===== config.mk =====
export PLATFORM = sky130hd
export DESIGN_NAME = rv32i_decoder_stage
export DESIGN_NICKNAME = d
export VERILOG_FILES = /design/src/rtl/rv32i_decoder_stage_pkg.sv /design/src/rtl/rv32i_decoder_stage_reg_file.sv /design/src/rtl/rv32i_decoder_stage.sv
export SDC_FILE = /design/constraint.sdc
export NUM_CORES = 2
export LEC_CHECK = 0
export CORE_MARGIN = 2
export CORE_UTILIZATION = 50
export CTS_BUF_LIST = sky130_fd_sc_hd__clkbuf_4
export DETAILED_ROUTE_END_ITERATION = 10
export PLACE_DENSITY = 0.68
export SYNTH_ARGS = -nofsm -noshare
export SYNTH_HDL_FRONTEND = slang
export SYNTH_HIERARCHICAL = 1
export SYNTH_SLANG_ARGS = --single-unit
export TNS_END_PERCENT = 1

===== constraint.sdc =====
create_clock -name ds_clk -period 1.9 [get_ports ds_clk]
set_clock_uncertainty 0.1 [all_clocks]
set_input_delay 0.285 -clock ds_clk [delete_from_list [all_inputs] [get_ports ds_clk]]
set_output_delay 0.285 -clock ds_clk [all_outputs]
set_load 0.02 [all_outputs]

===== src/rtl/rv32i_decoder_stage_pkg.sv =====
// Shared RV32I decode constants: one-hot widths and bit indices, opcodes, decode payload.
package rv32i_decoder_stage_pkg;

    localparam int unsigned ALU_WIDTH       = 14;
    localparam int unsigned OPCODE_WIDTH    = 11;
    localparam int unsigned EXCEPTION_WIDTH = 4;

    // ALU one-hot bit indices
    localparam int unsigned ALU_ADD  = 0;
    localparam int unsigned ALU_SUB  = 1;
    localparam int unsigned ALU_SLT  = 2;
    localparam int unsigned ALU_SLTU = 3;
    localparam int unsigned ALU_XOR  = 4;
    localparam int unsigned ALU_OR   = 5;
    localparam int unsigned ALU_AND  = 6;
    localparam int unsigned ALU_SLL  = 7;
    localparam int unsigned ALU_SRL  = 8;
    localparam int unsigned ALU_SRA  = 9;
    localparam int unsigned ALU_EQ   = 10;
    localparam int unsigned ALU_NEQ  = 11;
    localparam int unsigned ALU_GE   = 12;
    localparam int unsigned ALU_GEU  = 13;

    // Opcode-class one-hot bit indices
    localparam int unsigned OP_RTYPE  = 0;
    localparam int unsigned OP_ITYPE  = 1;
    localparam int unsigned OP_LOAD   = 2;
    localparam int unsigned OP_STORE  = 3;
    localparam int unsigned OP_BRANCH = 4;
    localparam int unsigned OP_JAL    = 5;
    localparam int unsigned OP_JALR   = 6;
    localparam int unsigned OP_LUI    = 7;
    localparam int unsigned OP_AUIPC  = 8;
    localparam int unsigned OP_SYSTEM = 9;
    localparam int unsigned OP_FENCE  = 10;

    // Exception one-hot bit indices
    localparam int unsigned EXC_ILLEGAL = 0;
    localparam int unsigned EXC_ECALL   = 1;
    localparam int unsigned EXC_EBREAK  = 2;
    localparam int unsigned EXC_MRET    = 3;

    // RV32I major opcodes
    localparam logic [6:0] OPC_RTYPE  = 7'b0110011;
    localparam logic [6:0] OPC_ITYPE  = 7'b0010011;
    localparam logic [6:0] OPC_LOAD   = 7'b0000011;
    localparam logic [6:0] OPC_STORE  = 7'b0100011;
    localparam logic [6:0] OPC_BRANCH = 7'b1100011;
    localparam logic [6:0] OPC_JAL    = 7'b1101111;
    localparam logic [6:0] OPC_JALR   = 7'b1100111;
    localparam logic [6:0] OPC_LUI    = 7'b0110111;
    localparam logic [6:0] OPC_AUIPC  = 7'b0010111;
    localparam logic [6:0] OPC_SYSTEM = 7'b1110011;
    localparam logic [6:0] OPC_FENCE  = 7'b0001111;

    localparam logic [6:0] FUNCT7_BASE = 7'b0000000;
    localparam logic [6:0] FUNCT7_ALT  = 7'b0100000;

    typedef struct packed {
        logic [31:0]                imm;
        logic [ALU_WIDTH-1:0]       alu;
        logic [OPCODE_WIDTH-1:0]    opcode;
        logic [EXCEPTION_WIDTH-1:0] exception;
    } decode_t;

    // ALU op for register/immediate arithmetic; alt is instr[30]
    function automatic logic [ALU_WIDTH-1:0] alu_by_funct3(input logic [2:0] funct3,
                                                           input logic alt,
                                                           input logic is_rtype);
        logic [ALU_WIDTH-1:0] r;
        r = '0;
        case (funct3)
            3'b000:  r[(is_rtype && alt) ? ALU_SUB : ALU_ADD] = 1'b1;
            3'b001:  r[ALU_SLL]  = 1'b1;
            3'b010:  r[ALU_SLT]  = 1'b1;
            3'b011:  r[ALU_SLTU] = 1'b1;
            3'b100:  r[ALU_XOR]  = 1'b1;
            3'b101:  r[alt ? ALU_SRA : ALU_SRL] = 1'b1;
            3'b110:  r[ALU_OR]   = 1'b1;
            default: r[ALU_AND]  = 1'b1;
        endcase
        return r;
    endfunction

endpackage


===== src/rtl/rv32i_decoder_stage_reg_file.sv =====
// Register file: DEPTH x DWIDTH, two combinational read ports, one clocked write, x0 hardwired to 0.
module rv32i_decoder_stage_reg_file #(
    parameter int unsigned DWIDTH = 32,
    parameter int unsigned AWIDTH = 5,
    parameter int unsigned DEPTH  = 1 << AWIDTH
) (
    input  logic              ds_clk,
    input  logic              ds_rst,
    input  logic              we,
    input  logic [AWIDTH-1:0] waddr,
    input  logic [DWIDTH-1:0] wdata,
    input  logic [AWIDTH-1:0] raddr1,
    input  logic [AWIDTH-1:0] raddr2,
    output logic [DWIDTH-1:0] rdata1,
    output logic [DWIDTH-1:0] rdata2
);

    logic [DWIDTH-1:0] mem [DEPTH];

    // Clear on reset; write-back ignores x0
    always_ff @(posedge ds_clk or negedge ds_rst) begin
        if (!ds_rst) begin
            for (int unsigned i = 0; i < DEPTH; i++) begin
                mem[i] <= '0;
            end
        end else if (we && (waddr != '0)) begin
            mem[waddr] <= wdata;
        end
    end

    // Read ports see the pre-edge contents, so a same-cycle write returns the old value
    assign rdata1 = mem[raddr1];
    assign rdata2 = mem[raddr2];

endmodule


===== src/rtl/rv32i_decoder_stage.sv =====
// RV32I decode stage: registered decode of one instruction per enabled cycle plus register file.
module rv32i_decoder_stage
    import rv32i_decoder_stage_pkg::*;
#(
    parameter int unsigned DWIDTH   = 32,
    parameter int unsigned AWIDTH   = 5,
    parameter int unsigned DEPTH    = 1 << AWIDTH,
    parameter int unsigned PC_WIDTH = 32,
    parameter int unsigned IWIDTH   = 32
) (
    input  logic                       ds_clk,
    input  logic                       ds_rst,
    input  logic [IWIDTH-1:0]          ds_i_instr,
    input  logic [PC_WIDTH-1:0]        ds_i_pc,
    output logic [PC_WIDTH-1:0]        ds_o_pc,
    output logic [AWIDTH-1:0]          ds_o_addr_rs1_p,
    output logic [AWIDTH-1:0]          ds_o_addr_rs2_p,
    output logic [AWIDTH-1:0]          ds_o_addr_rd_p,
    output logic [2:0]                 ds_o_funct3,
    output logic [DWIDTH-1:0]          ds_o_imm,
    output logic [ALU_WIDTH-1:0]       ds_o_alu,
    output logic [OPCODE_WIDTH-1:0]    ds_o_opcode,
    output logic [EXCEPTION_WIDTH-1:0] ds_o_exception,
    input  logic                       ds_i_ce,
    output logic                       ds_o_ce,
    input  logic                       ds_i_stall,
    output logic                       ds_o_stall,
    input  logic                       ds_i_flush,
    output logic                       ds_o_flush,
    input  logic [DWIDTH-1:0]          ds_data_in_rd,
    input  logic                       ds_we,
    output logic [DWIDTH-1:0]          ds_data_out_rs1,
    output logic [DWIDTH-1:0]          ds_data_out_rs2
);

    decode_t    dec;
    logic [6:0] opc;
    logic [2:0] funct3;
    logic [6:0] funct7;
    logic       advance;

    assign opc     = ds_i_instr[6:0];
    assign funct3  = ds_i_instr[14:12];
    assign funct7  = ds_i_instr[31:25];
    assign advance = ds_i_ce && !ds_i_stall;

    // Decode the incoming instruction into immediate, ALU op, class and exception
    always_comb begin
        dec = '0;
        case (opc)
            OPC_RTYPE: begin
                dec.opcode[OP_RTYPE] = 1'b1;
                dec.alu = alu_by_funct3(funct3, ds_i_instr[30], 1'b1);
                dec.exception[EXC_ILLEGAL] = !((funct7 == FUNCT7_BASE) ||
                    ((funct7 == FUNCT7_ALT) && ((funct3 == 3'b000) || (funct3 == 3'b101))));
            end
            OPC_ITYPE: begin
                dec.opcode[OP_ITYPE] = 1'b1;
                dec.imm = {{20{ds_i_instr[31]}}, ds_i_instr[31:20]};
                dec.alu = alu_by_funct3(funct3, ds_i_instr[30], 1'b0);
                dec.exception[EXC_ILLEGAL] = ((funct3 == 3'b001) && (funct7 != FUNCT7_BASE)) ||
                    ((funct3 == 3'b101) && (funct7 != FUNCT7_BASE) && (funct7 != FUNCT7_ALT));
            end
            OPC_LOAD: begin
                dec.opcode[OP_LOAD] = 1'b1;
                dec.imm = {{20{ds_i_instr[31]}}, ds_i_instr[31:20]};
                dec.alu[ALU_ADD] = 1'b1;
            end
            OPC_STORE: begin
                dec.opcode[OP_STORE] = 1'b1;
                dec.imm = {{20{ds_i_instr[31]}}, ds_i_instr[31:25], ds_i_instr[11:7]};
                dec.alu[ALU_ADD] = 1'b1;
            end
            OPC_BRANCH: begin
                dec.opcode[OP_BRANCH] = 1'b1;
                dec.imm = {{19{ds_i_instr[31]}}, ds_i_instr[31], ds_i_instr[7],
                           ds_i_instr[30:25], ds_i_instr[11:8], 1'b0};
                case (funct3)
                    3'b000:  dec.alu[ALU_EQ]   = 1'b1;
                    3'b001:  dec.alu[ALU_NEQ]  = 1'b1;
                    3'b100:  dec.alu[ALU_SLT]  = 1'b1;
                    3'b101:  dec.alu[ALU_GE]   = 1'b1;
                    3'b110:  dec.alu[ALU_SLTU] = 1'b1;
                    3'b111:  dec.alu[ALU_GEU]  = 1'b1;
                    default: dec.alu = '0;
                endcase
            end
            OPC_JAL: begin
                dec.opcode[OP_JAL] = 1'b1;
                dec.imm = {{11{ds_i_instr[31]}}, ds_i_instr[31], ds_i_instr[19:12],
                           ds_i_instr[20], ds_i_instr[30:21], 1'b0};
                dec.alu[ALU_ADD] = 1'b1;
            end
            OPC_JALR: begin
                dec.opcode[OP_JALR] = 1'b1;
                dec.imm = {{20{ds_i_instr[31]}}, ds_i_instr[31:20]};
                dec.alu[ALU_ADD] = 1'b1;
            end
            OPC_LUI: begin
                dec.opcode[OP_LUI] = 1'b1;
                dec.imm = {ds_i_instr[31:12], 12'b0};
                dec.alu[ALU_ADD] = 1'b1;
            end
            OPC_AUIPC: begin
                dec.opcode[OP_AUIPC] = 1'b1;
                dec.imm = {ds_i_instr[31:12], 12'b0};
                dec.alu[ALU_ADD] = 1'b1;
            end
            OPC_SYSTEM: begin
                dec.opcode[OP_SYSTEM] = 1'b1;
                dec.imm = {{20{ds_i_instr[31]}}, ds_i_instr[31:20]};
                if (funct3 == 3'b000) begin
                    case (ds_i_instr[31:20])
                        12'h000: dec.exception[EXC_ECALL]  = 1'b1;
                        12'h001: dec.exception[EXC_EBREAK] = 1'b1;
                        12'h302: dec.exception[EXC_MRET]   = 1'b1;
                        default: dec.exception = '0;
                    endcase
                end
            end
            OPC_FENCE: begin
                dec.opcode[OP_FENCE] = 1'b1;
                dec.imm = {{20{ds_i_instr[31]}}, ds_i_instr[31:20]};
            end
            default: dec.exception[EXC_ILLEGAL] = 1'b1;
        endcase
    end

    // Pipeline register: flush kills valid, stall holds everything, ce+!stall loads decode
    always_ff @(posedge ds_clk or negedge ds_rst) begin
        if (!ds_rst) begin
            ds_o_ce         <= 1'b0;
            ds_o_pc         <= '0;
            ds_o_addr_rs1_p <= '0;
            ds_o_addr_rs2_p <= '0;
            ds_o_addr_rd_p  <= '0;
            ds_o_funct3     <= '0;
            ds_o_imm        <= '0;
            ds_o_alu        <= '0;
            ds_o_opcode     <= '0;
            ds_o_exception  <= '0;
        end else begin
            if (ds_i_flush) begin
                ds_o_ce <= 1'b0;
            end else if (!ds_i_stall) begin
                ds_o_ce <= ds_i_ce;
            end
            if (advance) begin
                ds_o_pc         <= ds_i_pc;
                ds_o_addr_rs1_p <= ds_i_instr[19:15];
                ds_o_addr_rs2_p <= ds_i_instr[24:20];
                ds_o_addr_rd_p  <= ds_i_instr[11:7];
                ds_o_funct3     <= funct3;
                ds_o_imm        <= DWIDTH'(dec.imm);
                ds_o_alu        <= dec.alu;
                ds_o_opcode     <= dec.opcode;
                ds_o_exception  <= dec.exception;
            end
        end
    end

    // Handshake pass-through to neighbouring stages
    assign ds_o_stall = ds_i_stall;
    assign ds_o_flush = ds_i_flush;

    rv32i_decoder_stage_reg_file #(
        .DWIDTH (DWIDTH),
        .AWIDTH (AWIDTH),
        .DEPTH  (DEPTH)
    ) u_reg_file (
        .ds_clk (ds_clk),
        .ds_rst (ds_rst),
        .we     (ds_we),
        .waddr  (ds_o_addr_rd_p),
        .wdata  (ds_data_in_rd),
        .raddr1 (ds_o_addr_rs1_p),
        .raddr2 (ds_o_addr_rs2_p),
        .rdata1 (ds_data_out_rs1),
        .rdata2 (ds_data_out_rs2)
    );

endmodule


==> impl_metrics.py <==
metrics = {
    "run_status": {
        "status": "finished, violations left",
        "violations": "setup timing",
    },
    "place": {
        "routabilityCongestion": 0.894,
        "place_area_sq_um": 70400,
        "io_buffers": 279,
        "place_hpwl_microns": 132000,
    },
    "grt": {
        "antenna_found_initial": 4,
        "grt_first_pass_wirelength_microns": 311000,
        "grt_max_degree": 80,
        "grt_pass1_vias": 49081,
        "grt-ovfl-total": 0,
        "grtUsageTotal_pct": 32.7,
    },
    "final_layout": {
        "final-seq-area_sq_um": 28400,
        "final_area_sq_um": 78000,
        "num-fill-cells": 9177,
        "drive_gt1_share_pct": 40.8,
        "nets": 6178,
        "synthToLayoutAreaGrowth_pct": 28.3,
        "multi_input_area_sq_um": 31300,
    },
    "setup_path": {
        "max_stage_delay_ns": 0.54,
        "cp.arrival_ns": 3.37,
        "cp_slowest_cell": "dfrtp_4",
        "required_ns": 1.51,
        "critPathMaxFanout": 22,
        "cpLargestDelayFamily": "buffers and inverters",
        "critical_path_class": "flip-flop to output port",
        "path_cells": "buf_16 > buf_12 > mux2i_1 > a22oi_1 > a31oi_1 > nand3_2 > clkdlybuf4s15_2",
        "timing.critical_path.buf_inv": 3,
        "crit_path_end_kind": "output port",
        "start_kind": "flip-flop",
    },
    "power_and_ir_drop": {
        "powerDensity_nw_per_um2": 1150,
        "vdd_drop_max_mv": 0.632,
        "leakagePower_nw": 36.7,
    },
    "sta": {
        "final.setup.tns_ns": -157.37,
        "fin_ws_ns": -1.85,
        "finalSetupViolCount": 452,
        "clock.fmax_ghz": 0.267,
        "period_needed_ns": 3.75,
        "drv_slew": 0,
        "maxSlewHeadroom_pct": 34.2,
        "hold_viol": 0,
        "post-route-period-util_pct": 197,
        "rsz0062_at_grt": "true",
        "tightest_slew_ns": 0.984,
    },
    "routing": {
        "ant_nets": 0,
        "via_per_inst": 6.08,
        "drtIter0Drc": 4086,
        "drc": 0,
        "firstDrtPassIters": 5,
        "routedWlPerCell_microns": 26.5,
        "routed_wl_microns": 210000,
        "vias": 48089,
    },
    "clock_network": {
        "htreeDepth": 5,
        "cts_made_buffers": 325,
        "clkTransAtPathRegs_ns": 0.07,
        "cts_tree": "built",
        "clockBufferDepth": 4,
        "clock-sinks": 1136,
        "root_buffer": "clkbuf_4",
        "clkLatencyLatePin_ns": 1.20,
    },
    "die": {
        "dieArea_sq_um": 124000,
        "die_y_microns": 353,
        "start_util_pct": 50.6,
        "die_w_microns": 353,
        "coreArea_sq_um": 120000,
        "core.rowCount": 127,
        "pin_count": 280,
    },
    "synthesis": {
        "synth_ff_type": "dfrtp_1",
        "seq_area_frac_synth_pct": 46.7,
        "synthArstFlopShare_pct": 100,
        "yosys_register_bits": 1136,
        "syn_inst": 5131,
        "syn_avg_cell_area_sq_um": 11.9,
        "ys.warnings.count": 6,
        "synth-edff-count": 0,
        "synthesis.nets": 5233,
        "yosysUniqueCellTypes": 56,
        "mappedNetlistArea_sq_um": 60800,
    },
    "job": {
        "cap_violations": 0,
    },
    "min_path": {
        "min_path_type": "input port to flip-flop",
    },
}
-- layer usage --
metal	track usage, %	vias up	routed length [microns]
met5	0	-	0
met4	15.7	0	10400
met3	6.54	601	16100
met2	51.2	2033	95900
met1	43.7	24609	87200
li1	-	20846	-
-- layout by cell type, fill, tap and decap left out, types with 32 or more instances in the layout --
| cell type | instances |
|---|---|
| mux2_1 | 32 |
| mux2_4 | 131 |
| nand2_1 | 390 |
| nand3_1 | 132 |
| dlygate4sd3_1 | 141 |
| nor3_2 | 51 |
| clkbuf_4 | 467 |
| a31oi_1 | 40 |
| buf_4 | 458 |
| a22o_1 | 138 |
| buf_6 | 93 |
| a22oi_1 | 185 |
| clkdlybuf4s50_1 | 103 |
| clkinv_1 | 56 |
| dfrtp_1 | 1125 |
| buf_2 | 61 |
| a21oi_1 | 209 |
| mux2_2 | 830 |
| buf_12 | 191 |
| mux2i_1 | 1008 |
| nand3_2 | 56 |
-- Yosys cell counts, types with 26 or more instances --
| cell type | count | area share [%] |
|---|---|---|
| a21oi_1 | 209 | 1.7 |
| mux2_2 | 953 | 18 |
| clkbuf_1 | 244 | 1.5 |
| a22oi_1 | 192 | 2.4 |
| buf_6 | 49 | 0.91 |
| o21ai_0 | 30 | 0.25 |
| a31oi_1 | 65 | 0.67 |
| dfrtp_1 | 1136 | 47 |
| buf_1 | 34 | 0.21 |
| buf_4 | 66 | 0.81 |
| buf_2 | 116 | 0.95 |
| mux2i_1 | 1025 | 17 |
| nand3_1 | 199 | 1.6 |
| nor2_1 | 26 | 0.16 |
| a22o_1 | 138 | 2.0 |
| nand2_1 | 408 | 2.5 |
| nor3_1 | 72 | 0.59 |
| mux2_1 | 39 | 0.72 |
-- worst register-to-register path, delay by kind of cell (launching register included) --
family | cells | cell delay (ns)
buffers and inverters | 1 | 0.31
and+or+nand+nor | 2 | 0.71
DFF | 1 | 0.49
muxes | 1 | 0.41
-- report_power, final --
part,internal (mW),switching [mW]
Sequential,31.6,5.90
Combinational,16.6,14.2
Clock,11.3,10.6
Total,59.5,30.7
-- logic make-up after synthesis --
family | share of synthesized area [%]
buf+inv | 4.40
simple gates | 6.09
xor+xnor | 0.0144
flops | 46.7
mux | 35.3
compound gates | 7.51
-- state kept, by name, indices dropped and copies added (netlist names) --
signal	count
u_reg_file/mem	1024
ds_o_imm	32
ds_o_pc	32
ds_o_alu	14
ds_o_opcode	11
ds_o_addr_rd_p	5
ds_o_addr_rs1_p	5
ds_o_addr_rs2_p	5
ds_o_exception	4
ds_o_funct3	3
ds_o_ce	1
-- timing repair --
action                                  in CTS  in global routing
pin swaps                                   60                 57
setup buffers                               20                 42
endpoints found under the setup margin    1144               1090
hold buffers                               150                  1
hold endpoints to repair                  2240                  1
cloned                                       8                  6
resized for setup                          730                397
-- worst paths after layout --
| check | slack (ns) | cells after the start | end | startpoint |
|---|---|---|---|---|
| worst max register to register | -0.21 | 4 | u_reg_file/mem[106] | ds_o_addr_rd_p[0] |
| max in group asynchronous | 0.23 | 7 | u_reg_file/mem[530] | ds_rst |
| worst min-delay path | 0.08 | 6 | ds_o_alu[11] | ds_i_instr[0] |
| worst max-delay path | -1.85 | 7 | ds_data_out_rs2[15] | ds_o_addr_rs2_p[1] |
| min in group asynchronous | 0.57 | 5 | ds_o_imm[6] | ds_rst |
| worst min register to register | 0.30 | 0 | u_reg_file/mem[1000] | u_reg_file/mem[1000] |
-- through the flow --
step / util (%) / hold WS [ns] / total power [mW] / instances / setup slack (ns)
2_1_floorplan: - / -0.111 / 54.8 / 5131 / -0.0447
3_3_place_gp: 58.5 / 0.0761 / 64.7 / 7135 / -0.926
3_5_place_dp: 58.5 / 0.0770 / 65.7 / 7135 / -0.989
4_1_cts: 63.7 / 0.000415 / 88.7 / 7851 / -1.94
5_1_grt: 64.9 / 0.0116 / 94.8 / 7907 / -1.98
6_report: 64.9 / 0.0780 / 90.1 / 7907 / -1.85
-- final cells by class --
cell class                 count  area share (%)
multi-input combinational   3484            40.2
sequential                  1136            36.4
timing repair buffer        1127            15.9
clock buffer                 467            4.49
tap                         1612            2.58
clock inverter                71           0.386
antenna                        8          0.0257
inverter                       2         0.00962
Power figures use the tool's default switching activity.
